[config.mk]
export PLATFORM = sky130hd
export DESIGN_NAME = rf_writeback_queue
export DESIGN_NICKNAME = d
export VERILOG_FILES = /design/src/rtl/rf_writeback_queue.sv
export SDC_FILE = /design/constraint.sdc
export NUM_CORES = 1
export LEC_CHECK = 0
export BUFFER_PORTS_ARGS = -buffer_cell sky130_fd_sc_hd__buf_2
export CAP_MARGIN = 30
export CORE_ASPECT_RATIO = 1.4
export CORE_MARGIN = 2
export CORE_UTILIZATION = 40
export CTS_BUF_LIST = sky130_fd_sc_hd__clkbuf_4 sky130_fd_sc_hd__clkbuf_8
export CTS_CLUSTER_SIZE = 40
export DETAILED_ROUTE_END_ITERATION = 16
export PLACE_DENSITY = 0.63
export SETUP_SLACK_MARGIN = 0.1
export SYNTH_ARGS = -nofsm -noshare
export SYNTH_HDL_FRONTEND = slang
export SYNTH_SLANG_ARGS = --single-unit
[constraint.sdc]
create_clock -name CLK -period 4.9 [get_ports CLK]
set_input_delay 0.49 -clock CLK [delete_from_list [all_inputs] [get_ports CLK]]
set_output_delay 0.49 -clock CLK [all_outputs]
set_load 0.02 [all_outputs]
[src/rtl/rf_writeback_queue.sv]
// Writeback queue in front of the 32x32 register file: buffers datapath writes,
// retires one per cycle, and forwards pending data onto the read ports.
module rf_writeback_queue #(
  parameter  int DEPTH = 4,
  localparam int PTR_W = $clog2(DEPTH)
) (
  input  logic             CLK,
  input  logic             nRST,
  input  logic             wb_valid,
  output logic             wb_ready,
  input  logic [4:0]       wb_sel,
  input  logic [31:0]      wb_dat,
  input  logic [4:0]       rsel1,
  input  logic [4:0]       rsel2,
  output logic [31:0]      rdat1,
  output logic [31:0]      rdat2,
  output logic             rf_WEN,
  output logic [4:0]       rf_wsel,
  output logic [31:0]      rf_wdat,
  output logic [4:0]       rf_rsel1,
  output logic [4:0]       rf_rsel2,
  input  logic [31:0]      rf_rdat1,
  input  logic [31:0]      rf_rdat2,
  output logic [PTR_W:0]   count
);

  localparam logic [PTR_W:0] CNT_FULL = (PTR_W + 1)'(DEPTH);

  logic [4:0]       sel_r [DEPTH];
  logic [31:0]      dat_r [DEPTH];
  logic [DEPTH-1:0] vld_r;
  logic [PTR_W-1:0] head_r;
  logic [PTR_W-1:0] tail_r;
  logic [PTR_W:0]   count_r;

  logic        push_s;
  logic        pop_s;
  logic [31:0] fwd1_s;
  logic [31:0] fwd2_s;

  // Register 0 writes consume the beat but never enter the queue.
  assign wb_ready = (count_r != CNT_FULL);
  assign push_s   = wb_valid && wb_ready && (wb_sel != 5'd0);
  assign pop_s    = (count_r != '0);

  assign rf_WEN   = pop_s;
  assign rf_wsel  = pop_s ? sel_r[head_r] : 5'd0;
  assign rf_wdat  = pop_s ? dat_r[head_r] : 32'd0;
  assign rf_rsel1 = rsel1;
  assign rf_rsel2 = rsel2;
  assign count    = count_r;

  // Pointer, occupancy and valid-bit state.
  always_ff @(posedge CLK or negedge nRST) begin
    if (!nRST) begin
      head_r  <= '0;
      tail_r  <= '0;
      count_r <= '0;
      vld_r   <= '0;
    end else begin
      if (push_s) begin
        vld_r[tail_r] <= 1'b1;
        tail_r        <= tail_r + 1'b1;
      end
      if (pop_s) begin
        vld_r[head_r] <= 1'b0;
        head_r        <= head_r + 1'b1;
      end
      case ({push_s, pop_s})
        2'b10:   count_r <= count_r + 1'b1;
        2'b01:   count_r <= count_r - 1'b1;
        default: count_r <= count_r;
      endcase
    end
  end

  // Entry payload storage; guarded by vld_r so it needs no reset.
  always_ff @(posedge CLK) begin
    if (push_s) begin
      sel_r[tail_r] <= wb_sel;
      dat_r[tail_r] <= wb_dat;
    end
  end

  // Forwarding: walk entries oldest to youngest so the youngest match wins.
  always_comb begin
    fwd1_s = rf_rdat1;
    fwd2_s = rf_rdat2;
    for (int i = 0; i < DEPTH; i++) begin
      fwd1_s = (vld_r[head_r + PTR_W'(i)] && (sel_r[head_r + PTR_W'(i)] == rsel1))
               ? dat_r[head_r + PTR_W'(i)] : fwd1_s;
      fwd2_s = (vld_r[head_r + PTR_W'(i)] && (sel_r[head_r + PTR_W'(i)] == rsel2))
               ? dat_r[head_r + PTR_W'(i)] : fwd2_s;
    end
    if (rsel1 == 5'd0) begin
      rdat1 = 32'd0;
    end else begin
      rdat1 = fwd1_s;
    end
    if (rsel2 == 5'd0) begin
      rdat2 = 32'd0;
    end else begin
      rdat2 = fwd2_s;
    end
  end

endmodule

* Word level (Yosys, flattened, before mapping) *
Memories as Yosys holds them, arrays and structs flattened.
Index checks and enable logic that the tools add are counted.

operators by class
  $add $sub $neg = 6
  magnitude comparators = 7
  equality and inequality tests = 11
  mux-type cells = 29
  bitwise operators = 3
  reductions and logical operators = 17

operators with widths
  kind                   count
  $mux W32               11
  $eq A5 B5 Y1           8
  $lt A2 B3 Y1 const B   5
  $logic_and A1 B1 Y1    12
  $logic_not A5 Y1       2
  $bmux W1 S2            4
  $mux W1                8
  $mux W4                2
  $pmux W3 S2            1
  $mux W5                1
  $reduce_bool A5 Y1     1
  $add A2 B1 Y2 const B  2
  $add A2 B2 Y2 const B  2
  $and A4 B4 Y4          1
  $demux W1 S2           2
  $ge A2 B1 Y1 const B   2
  $not A4 Y4             1
  $or A4 B4 Y4           1
  $add A3 B1 Y3 const B  1
  $ne A3 B3 Y1 const B   1
  $reduce_bool A3 Y1     1
  $sub A3 B1 Y3 const B  1
  $eq A2 B1 Y1 const B   1
  $eq A2 B2 Y1 const B   1
  $reduce_bool A2 Y1     1

word-level totals
  flip-flop bits (word level) = 11
  RAM bits = 148
  input port bits = 114
  output and inout bits = 116
  word-level logic and storage cells = 79
  memories = 2

memories
  memory  words  bits a word  read ports  clocked after Yosys merged registers in  write ports  line  source
  dat_r   4      32           4           0                                        1            30    logic [31:0] dat_r [DEPTH];
  sel_r   4      5            4           0                                        1            29    logic [4:0] sel_r [DEPTH];

* Longest topological paths before layout *
Gate-level depths: netlist of the first run.

  depth after elaboration = 8
  gate-level depth with buffers = 17

* Worst setup path after synthesis of the first run *
OpenSTA, ideal clock, no wires.

  path type = register to output
  start point = register head_r[0]
  end point = output port rdat1[16]
  arrival = 4.032 ns
  required time = 4.410 ns
  setup slack = 0.378 ns
  cell stages (with the launch flop) = 16
  buffers on the path = 7
  cell sequence = dfrtp_1 -> buf_6 -> buf_12 -> buf_6 -> inv_1 -> clkbuf_1 -> clkbuf_1 -> ha_1 -> buf_4 -> mux4_2 -> xor2_1 -> nor4_2 -> and2_1 -> buf_1 -> o311ai_1 -> a31oi_1

on the way
  longest elaborated chain between the ends = 8
  elaborated cells on any way between the ends = 26
  classes of those cells = add/sub: 3; eq/ne: 4; mux: 13; reduce/logical: 4; memory: 2

RTL lines
  item                                                    line    source
  start, declared                                         32      logic [PTR_W-1:0] head_r;
  start signal, assigned                                  67      head_r <= head_r + 1'b1;
  $add A2 B1 Y2 (tied with other cells)                   90, 91
  $mem_v2 Z4 W5 (tied with other cells)                   n/a
  $eq A5 B5 Y1 (tied with other cells)                    90      fwd1_s = (vld_r[head_r + PTR_W'(i)] && (sel_r[head_r + PTR_W'(i)] == rsel1))
  $logic_and A1 B1 Y1 / $mux W32 (equally long branches)  90, 91
  $mux W32 (2 in series)                                  91      ? dat_r[head_r + PTR_W'(i)] : fwd1_s;
  $mux W32 (*)                                            91
  $mux W32 (*)                                            95      if (rsel1 == 5'd0) begin
  end, declared                                           15      output logic [31:0] rdat1,

Every way passes the cells marked *; elsewhere a longest branch is shown, timed or not. The select of a mux whose other input is x is not followed.

* Final worst setup path of the first run *
  start point = register head_r[1]
  end point = output port rdat2[7]

on the way
  longest elaborated chain between the ends = 8
  elaborated cells on any way between the ends = 26
  classes of those cells = add/sub: 3; eq/ne: 4; mux: 13; reduce/logical: 4; memory: 2

RTL lines
  item                                                    line    source
  $add A2 B1 Y2 (tied with other cells)                   92, 93
  $mem_v2 Z4 W5 (tied with other cells)                   n/a
  $eq A5 B5 Y1 (tied with other cells)                    92      fwd2_s = (vld_r[head_r + PTR_W'(i)] && (sel_r[head_r + PTR_W'(i)] == rsel2))
  $logic_and A1 B1 Y1 / $mux W32 (equally long branches)  92, 93
  $mux W32 (2 in series)                                  93      ? dat_r[head_r + PTR_W'(i)] : fwd2_s;
  $mux W32 (*)                                            93
  $mux W32 (*)                                            100     if (rsel2 == 5'd0) begin
  end, declared                                           16      output logic [31:0] rdat2,

Marks and branches as above.

==> qor.csv, run 1 <==
stage,metric,value,unit
worst_setup_path,crit_path_max_incr_delay,840,ps
synth,synthesis.area,13200,µm²
synth,synth-seq-area-share,35.8,%
sta,achievable-frequency,214,MHz
hold_path,whs_path_depth,1,
synth,synth.yosys.warnings,0,
final_layout,regArea,4730,µm²
global_route,grt_pass1_wl,68.4,mm
synth,dominant_combinational_cell_family_by_area_after_synthesis,multiplexers,
die,die-height,219,µm
placement,dp_hpwl,30.7,mm
global_route,global_route.usage.total,26.6,%
clock_tree,cts-buffers-inserted,17,
run_status,run_status,"finished, final reports clean",
clock_tree,cts_root_buf,sky130_fd_sc_hd__clkbuf_8,
global_route,grt_pass1_vias,11600,
hold_path,hold_end,dat_r[0][14],
worst_setup_path,worstRegToRegCells,6,
final_layout,finalNetCount,1453,
sta,relSlewSlack,36.2,%
die,fp.dieArea,34400,µm²
hold_path,hp-start,wb_dat[14],
worst_setup_path,worstSetupStartpointType,flip-flop,
sta,tightestPinTransition,954,ps
final_layout,num-fill-cells,3088,
drt,drt_first_iter_violations,1181,
global_route,antenna_found_initial,8,
drt,firstDrtPassIters,7,
placement,gp_routability_congestion,0.897,
die,die_w,157,µm
global_route,grt_start_max_net_pins,68,
drt,route.antenna.remaining_nets,0,
synth,synth-xor-area-share,2.98,%
final_layout,multi_input_gate_area,7860,µm²
synth,compound_gate_fraction_of_synth_area,15.2,%
sta,rsz0062_at_grt,false,
placement,buffer_ports.inserted,229,
synth,post_synth_mux_area_share,26.4,%
clock_tree,cts_htree_levels,4,
worst_setup_path,arrival_time_at_the_worst_endpoint,4180,ps
synth,synth-seq-cells,159,
worst_setup_path,critical_path.reg2reg.endpoint,dat_r[3][16],
synth,synth_top_cells_by_area,"sky130_fd_sc_hd__edfxtp_1 (34%), sky130_fd_sc_hd__mux4_2 (19%), sky130_fd_sc_hd__o311ai_1 (4.3%)",
worst_setup_path,worst-path-max-fanout,44,
synth,yosys_most_used_dff,sky130_fd_sc_hd__edfxtp_1,
worst_setup_path,critical_path.endpoint_type,output pin,
clock_tree,tritoncts,done,
worst_setup_path,slowest_cp_cell,sky130_fd_sc_hd__nor4_4,
hold_path,holdCritPathClass,in2reg,
clock_tree,cts.clk_slew.worst_paths,90,ps
synth,synth_enable_flop_cells,148,
synth,synth_top_cell_by_area,sky130_fd_sc_hd__edfxtp_1,
final_layout,flow.area_growth_from_synthesis,14.3,%
power_and_ir_drop,static_leakage,5.55,nW
synth,synthAdderAreaFrac,1.01,%
die,floorplan.io_pins,230,
global_route,grt_overflow,0,
clock_tree,cts.repair_timing.setup_buffer_count,0,
die,initial_utilization,40.7,%
worst_setup_path,rr_startpoint,count[0],
sta,final.hold.worst_slack,229,ps
sta,finalWorstPathRequiredPeriod,4670,ps
sta,finalCritPeriodShare,95.2,%
synth,synthDistinctLibCells,44,
sta,final_hold_viol_count,0,
clock_tree,cts_sinks,159,
clock_tree,clock_insertion_delay_worst_skew,470,ps
drt,wirelength,45.9,mm
final_layout,drive_above_1_share,35.2,%
worst_setup_path,reg2reg_slack,2240,ps
synth,synth_top_area_share,33.7,%
synth,async_flop_share,6.92,%
drt,detailroute.via_count,11700,
job,max_cap_viol_count,0,
sta,max_transition_viols_final,0,
worst_setup_path,cp_common_cell,sky130_fd_sc_hd__buf_4,
drt,route.detailed.wl_per_inst,25.7,µm
power_and_ir_drop,pwr_density_cell,667,nW/µm²
power_and_ir_drop,worst_ir_drop_vdd,0.654,mV
worst_setup_path,crit_required,4410,ps
drt,route.detailed.drc,0,
drt,viasPerCell,6.56,
sta,tns,0,ps
synth,synth.net_count,1307,
die,placementRows,78,
sta,finalClockSkew,16.0,ps
worst_setup_path,cp_cell_sequence,buf_4 > mux4_2 > xor2_1 > nor4_4 > buf_4 > a21boi_0 > o311ai_1 > a31oi_1 > buf_2,
worst_setup_path,criticalPathCategory,reg2out,
sta,setup_viol,0,
die,core_area,32400,µm²
synth,fraction_of_the_mapped_netlist_area_in_simple_logic_gates,13.2,%
synth,synthCells,1183,
clock_tree,clk_path_buf_depth,2,
synth,post_synth.cell_area_avg,11.1,µm²
==> cell usage in the layout, fill, tap and decap left out, drive strengths merged <==
| master | Yosys | layout |
|---|---|---|
| or3 | 3 | 3 |
| and3 | 64 | 64 |
| nor4b | 1 | 1 |
| a21boi | 64 | 64 |
| nor4 | 6 | 6 |
| dfrtp | 11 | 11 |
| o22ai | 1 | 1 |
| edfxtp | 148 | 148 |
| xnor2 | 24 | 24 |
| bufinv | 0 | 2 |
| nand4 | 2 | 2 |
| mux2 | 36 | 36 |
| clkinv | 0 | 6 |
| dlygate4sd3 | 0 | 1 |
| nand2 | 102 | 102 |
| buf | 60 | 266 |
| nand3 | 67 | 67 |
| a31oi | 64 | 64 |
| inv | 10 | 13 |
| a21oi | 1 | 1 |
| ha | 9 | 9 |
| clkinvlp | 0 | 3 |
| diode | 0 | 3 |
| fa | 1 | 1 |
| nor3 | 4 | 4 |
| o311ai | 64 | 64 |
| o21ai | 99 | 99 |
| a2bb2oi | 4 | 4 |
| o221ai | 2 | 2 |
| clkbuf | 81 | 19 |
| xor2 | 20 | 20 |
| mux4 | 117 | 117 |
| mux2i | 42 | 42 |
| nor2 | 3 | 3 |
| and2 | 73 | 73 |
==> where the power goes <==
part / internal (mW) / switching [mW]
clock: 0.456 / 0.507
combinational: 2.82 / 4.21
sequential: 1.81 / 0.240
==> per-layer routing <==
| layer | vias to the layer above | wire (µm) | part of all wire [%] | global-route usage, % |
|---|---|---|---|---|
| li1 | 4970 | - | - | - |
| met1 | 5846 | 16900 | 37 | 32.2 |
| met2 | 710 | 22500 | 49 | 43.8 |
| met3 | 163 | 4430 | 9.6 | 6.92 |
| met4 | 12 | 2040 | 4.4 | 13.0 |
| met5 | - | 80 | 0.17 | 0 |
==> registers in the layout (all words and copies together), names as in the netlist <==
name    count
vld_r       4
sel_r      20
count       3
tail_r      2
dat_r     128
head_r      2
==> metrics by stage <==
step                      power (mW)  setup WS [ps]  cell area [µm²]  std cells  utilization [%]
after floorplan                 7.03            378            13200       1183                -
after global placement          8.90            725            14600       1748             45.1
after detailed placement        9.00            604            14600       1748             45.1
after CTS                       9.97            115            15000       1781             46.3
after global routing            10.5            105            15000       1784             46.4
final                           10.0            235            15100       1785             46.5
==> timing repair <==
action | in CTS | in global routing
hold buffers | 1 | 0
pin swaps | 0 | 0
hold endpoints to repair | 11 | 0
setup endpoints to repair | 10 | 51
gates resized for setup | 1 | 7
==> worst max-delay path, delay by kind of cell (launching register included) <==
kind	cells	cell delay [ps]
AOI/OAI and AO/OA	3	620
xor gates and xnor gates	1	220
buffers and inverters	3	1110
DFF	1	410
muxes	1	490
and+or+nand+nor	1	840
==> cell usage after synthesis (9+ instances only) <==
master                       n
sky130_fd_sc_hd__edfxtp_1  148
sky130_fd_sc_hd__mux4_2    112
sky130_fd_sc_hd__nand2_1   102
sky130_fd_sc_hd__o21ai_0    99
sky130_fd_sc_hd__clkbuf_1   77
sky130_fd_sc_hd__and2_1     72
sky130_fd_sc_hd__nand3_1    67
sky130_fd_sc_hd__a31oi_1    64
sky130_fd_sc_hd__o311ai_1   64
sky130_fd_sc_hd__and3_1     63
sky130_fd_sc_hd__a21boi_0   46
sky130_fd_sc_hd__mux2i_1    42
sky130_fd_sc_hd__mux2_2     36
sky130_fd_sc_hd__xnor2_1    23
sky130_fd_sc_hd__buf_4      20
sky130_fd_sc_hd__xor2_1     20
sky130_fd_sc_hd__buf_2      19
sky130_fd_sc_hd__a21boi_1   18
sky130_fd_sc_hd__buf_1      18
sky130_fd_sc_hd__dfrtp_1    11
sky130_fd_sc_hd__inv_1      10
sky130_fd_sc_hd__ha_1        9
==> layout make-up <==
class                      instances  area share, %
clock inverter                    14          0.931
clock buffer                      18           1.60
sequential                       159           31.4
multi-input combinational        873           52.2
timing repair buffer             268           9.89
antenna                            3         0.0499
tap                              440           3.66
inverter                          10          0.249
==> kinds of logic after synthesis <==
logic type | after synthesis
buf+inv | 151
compound gates | 299
flops | 159
xor+xnor | 44
mux | 195
fa+ha+maj | 10
simple gates | 325
==> worst max-delay path by stage <==
stage	startpoint	endpoint	slack, ps	cells past startpoint
5_1_grt	head_r[0]	rdat2[7]	100	9
6_report	head_r[1]	rdat2[7]	230	9
4_1_cts	head_r[0]	rdat2[28]	110	10
3_5_place_dp	head_r[0]	rdat2[28]	600	11
2_1_floorplan	head_r[0]	rdat1[16]	380	15
3_3_place_gp	head_r[0]	rdat2[28]	730	11
Power figures use the tool's default switching activity.
==> inputs of run 2 (changes only) <==
--- a/config.mk
+++ b/config.mk
@@ -13,7 +13,6 @@
 export CTS_BUF_LIST = sky130_fd_sc_hd__clkbuf_4 sky130_fd_sc_hd__clkbuf_8
 export CTS_CLUSTER_SIZE = 40
 export DETAILED_ROUTE_END_ITERATION = 16
-export PLACE_DENSITY = 0.63
 export SETUP_SLACK_MARGIN = 0.1
 export SYNTH_ARGS = -nofsm -noshare
 export SYNTH_HDL_FRONTEND = slang
==> run 2 against run 1 <==
Critical path type unchanged; core utilization barely moved; combinational power barely moved; fmax rose by 1.1%; non-clock buffer count fell by 1; worst hold slack got worse by 33 ps; clock power fell by 2.6%; via count fell by 0.63%; register-to-register slack got worse by 70 ps; sequential share of layout area barely moved; first-iteration DRC count rose by 2.4%.
==> qor.csv, run 2 (synthesis results as in run 1) <==
stage,metric,value,unit
run_status,run_status,"finished, final reports clean",
worst_setup_path,rr_startpoint,count[0],
sta,tightestPinTransition,1060,ps
drt,wirelength,47.0,mm
power_and_ir_drop,p_total,10.0,mW
worst_setup_path,critical_path.reg2reg.endpoint,dat_r[0][4],
final_layout,num-fill-cells,3075,
power_and_ir_drop,worst_ir_drop_vdd,0.511,mV
worst_setup_path,cp_startpoint,head_r[1],
worst_setup_path,reg2reg_slack,2170,ps
final_layout,drive_above_1_share,35.2,%
die,die-height,219,µm
global_route,antenna_found_initial,7,
final_layout,biggestRegsByFlops,"dat_r (128), sel_r (20), vld_r (4)",
clock_tree,cts_root_buf,sky130_fd_sc_hd__clkbuf_8,
placement,buffer_ports.inserted,229,
sta,final_hold_viol_count,0,
drt,route.detailed.wl_per_inst,26.2,µm
clock_tree,cts.clk_slew.worst_paths,90,ps
sta,relSlewSlack,29.5,%
die,placementRows,78,
drt,met1_length,17.6,mm
drt,route.antenna.remaining_nets,0,
worst_setup_path,worstRegToRegCells,6,
worst_setup_path,criticalPathCategory,reg2out,
sta,rsz0062_at_grt,false,
sta,finalWorstPathRequiredPeriod,4610,ps
worst_setup_path,critical_path.endpoint_type,output pin,
global_route,grt_pass1_wl,69.9,mm
die,fp.dieArea,34400,µm²
global_route,global_route.usage.total,27.3,%
placement,dp_hpwl,30.4,mm
final_layout,flip_flop_count_of_the_largest_register_after_layout,128,
clock_tree,clock_insertion_delay_worst_skew,510,ps
clock_tree,cts.repair_timing.setup_buffer_count,0,
power_and_ir_drop,static_leakage,5.53,nW
drt,dr.max_layer_used,met5,
placement,gp_routability_congestion,0.886,
sta,achievable-frequency,217,MHz
sta,finalCritPeriodShare,94.1,%
final_layout,finalNetCount,1452,
drt,route.detailed.drc,0,
drt,firstDrtPassIters,7,
die,floorplan.io_pins,230,
final_layout,regArea,4730,µm²
sta,finalClockSkew,15.7,ps
sta,max_transition_viols_final,0,
sta,tns,0,ps
worst_setup_path,worst-path-max-fanout,64,
hold_path,holdCritPathClass,in2reg,
clock_tree,cts_htree_levels,4,
worst_setup_path,cp-endpoint,rdat1[25],
final_layout,multi_input_gate_area,7850,µm²
drt,met2_wirelength,23.0,mm
drt,wl_met3,4.41,mm
die,initial_utilization,40.7,%
global_route,grt_pass1_vias,11700,
final_layout,flow.area_growth_from_synthesis,14.3,%
worst_setup_path,arrival_time_at_the_worst_endpoint,4120,ps
worst_setup_path,worstSetupStartpointType,flip-flop,
clock_tree,cts_sinks,159,
clock_tree,cts-buffers-inserted,17,
job,max_cap_viol_count,0,
drt,drt_first_iter_violations,1209,
drt,detailroute.via_count,11600,
global_route,grt_overflow,0,
final_layout,max_flop_register,dat_r,
sta,setup_viol,0,
final_layout,most-common-layout-cells,"sky130_fd_sc_hd__buf_2 (229), sky130_fd_sc_hd__edfxtp_1 (148), sky130_fd_sc_hd__mux4_2 (112)",
drt,viasPerCell,6.50,
clock_tree,clk_path_buf_depth,2,
clock_tree,tritoncts,done,
final_layout,final_common_cell,sky130_fd_sc_hd__buf_2,
die,core_area,32400,µm²
global_route,grt_start_max_net_pins,75,
worst_setup_path,crit_required,4410,ps
die,die_w,157,µm
power_and_ir_drop,pwr_density_cell,666,nW/µm²
## run 2: cell count changes in the layout (fill, tap and decap cells not counted), sizes merged
cell and change:
diode +5, clkinvlp +2, inv -2, bufinv -1, clkbuf +1, clkinv -1
## run 2: area by class of cell
| class | count | share of cell area (%) |
|---|---|---|
| inverter | 10 | 0.249 |
| sequential | 159 | 31.4 |
| multi-input combinational | 873 | 52.1 |
| tap | 440 | 3.66 |
| antenna | 8 | 0.133 |
| timing repair buffer | 267 | 9.97 |
| clock inverter | 12 | 0.765 |
| clock buffer | 20 | 1.70 |
## run 2: where the power goes
part / total [mW] / switching [mW] / internal [mW]
Combinational: 7.06 / 4.24 / 2.82
Clock: 0.938 / 0.520 / 0.418
Sequential: 2.02 / 0.214 / 1.81
## run 2: worst min-delay path by stage
stage                    to  slack (ps)       start  cells past startpoint
6_report       dat_r[3][20]         200  wb_dat[20]                      1
5_1_grt        dat_r[1][22]         190  wb_dat[22]                      1
4_1_cts         dat_r[0][9]         160   wb_dat[9]                      1
3_5_place_dp       count[2]         380        nRST                      1
3_3_place_gp       count[2]         380        nRST                      1
2_1_floorplan      count[0]         190        nRST                      0
## run 2: routing by layer
layer,GRT usage (%),up-vias
li1,-,4972
met1,34.9,5775
met2,44.1,731
met3,4.78,147
met4,14.4,2
met5,0,-
## run 2: stage by stage
step           setup slack (ps)  cell area [µm²]  hold slack, ps  cells  util (%)
2_1_floorplan               378            13200             194   1183         -
3_3_place_gp                857            14600             377   1746      45.1
3_5_place_dp                823            14600             379   1747      45.1
4_1_cts                     248            15000             165   1780      46.3
5_1_grt                     101            15000             191   1784      46.4
6_report                    287            15100             195   1789      46.5
## run 2: worst max-delay path: stages (launching register included)
cell and delay, ps:
sky130_fd_sc_hd__dfrtp_4 480, sky130_fd_sc_hd__inv_1 230, sky130_fd_sc_hd__ha_4 300, sky130_fd_sc_hd__buf_4 520, sky130_fd_sc_hd__mux4_2 650, sky130_fd_sc_hd__nand3_2 100, sky130_fd_sc_hd__buf_4 540, sky130_fd_sc_hd__o21ai_0 190
sky130_fd_sc_hd__a31oi_1 330, sky130_fd_sc_hd__buf_2 240
## run 2: what timing repair did
item / CTS / global route
endpoints found under the hold margin: 11 / 0
gates resized for setup: 0 / 1
hold buffers: 1 / 0
endpoints found under the setup margin: 0 / 1
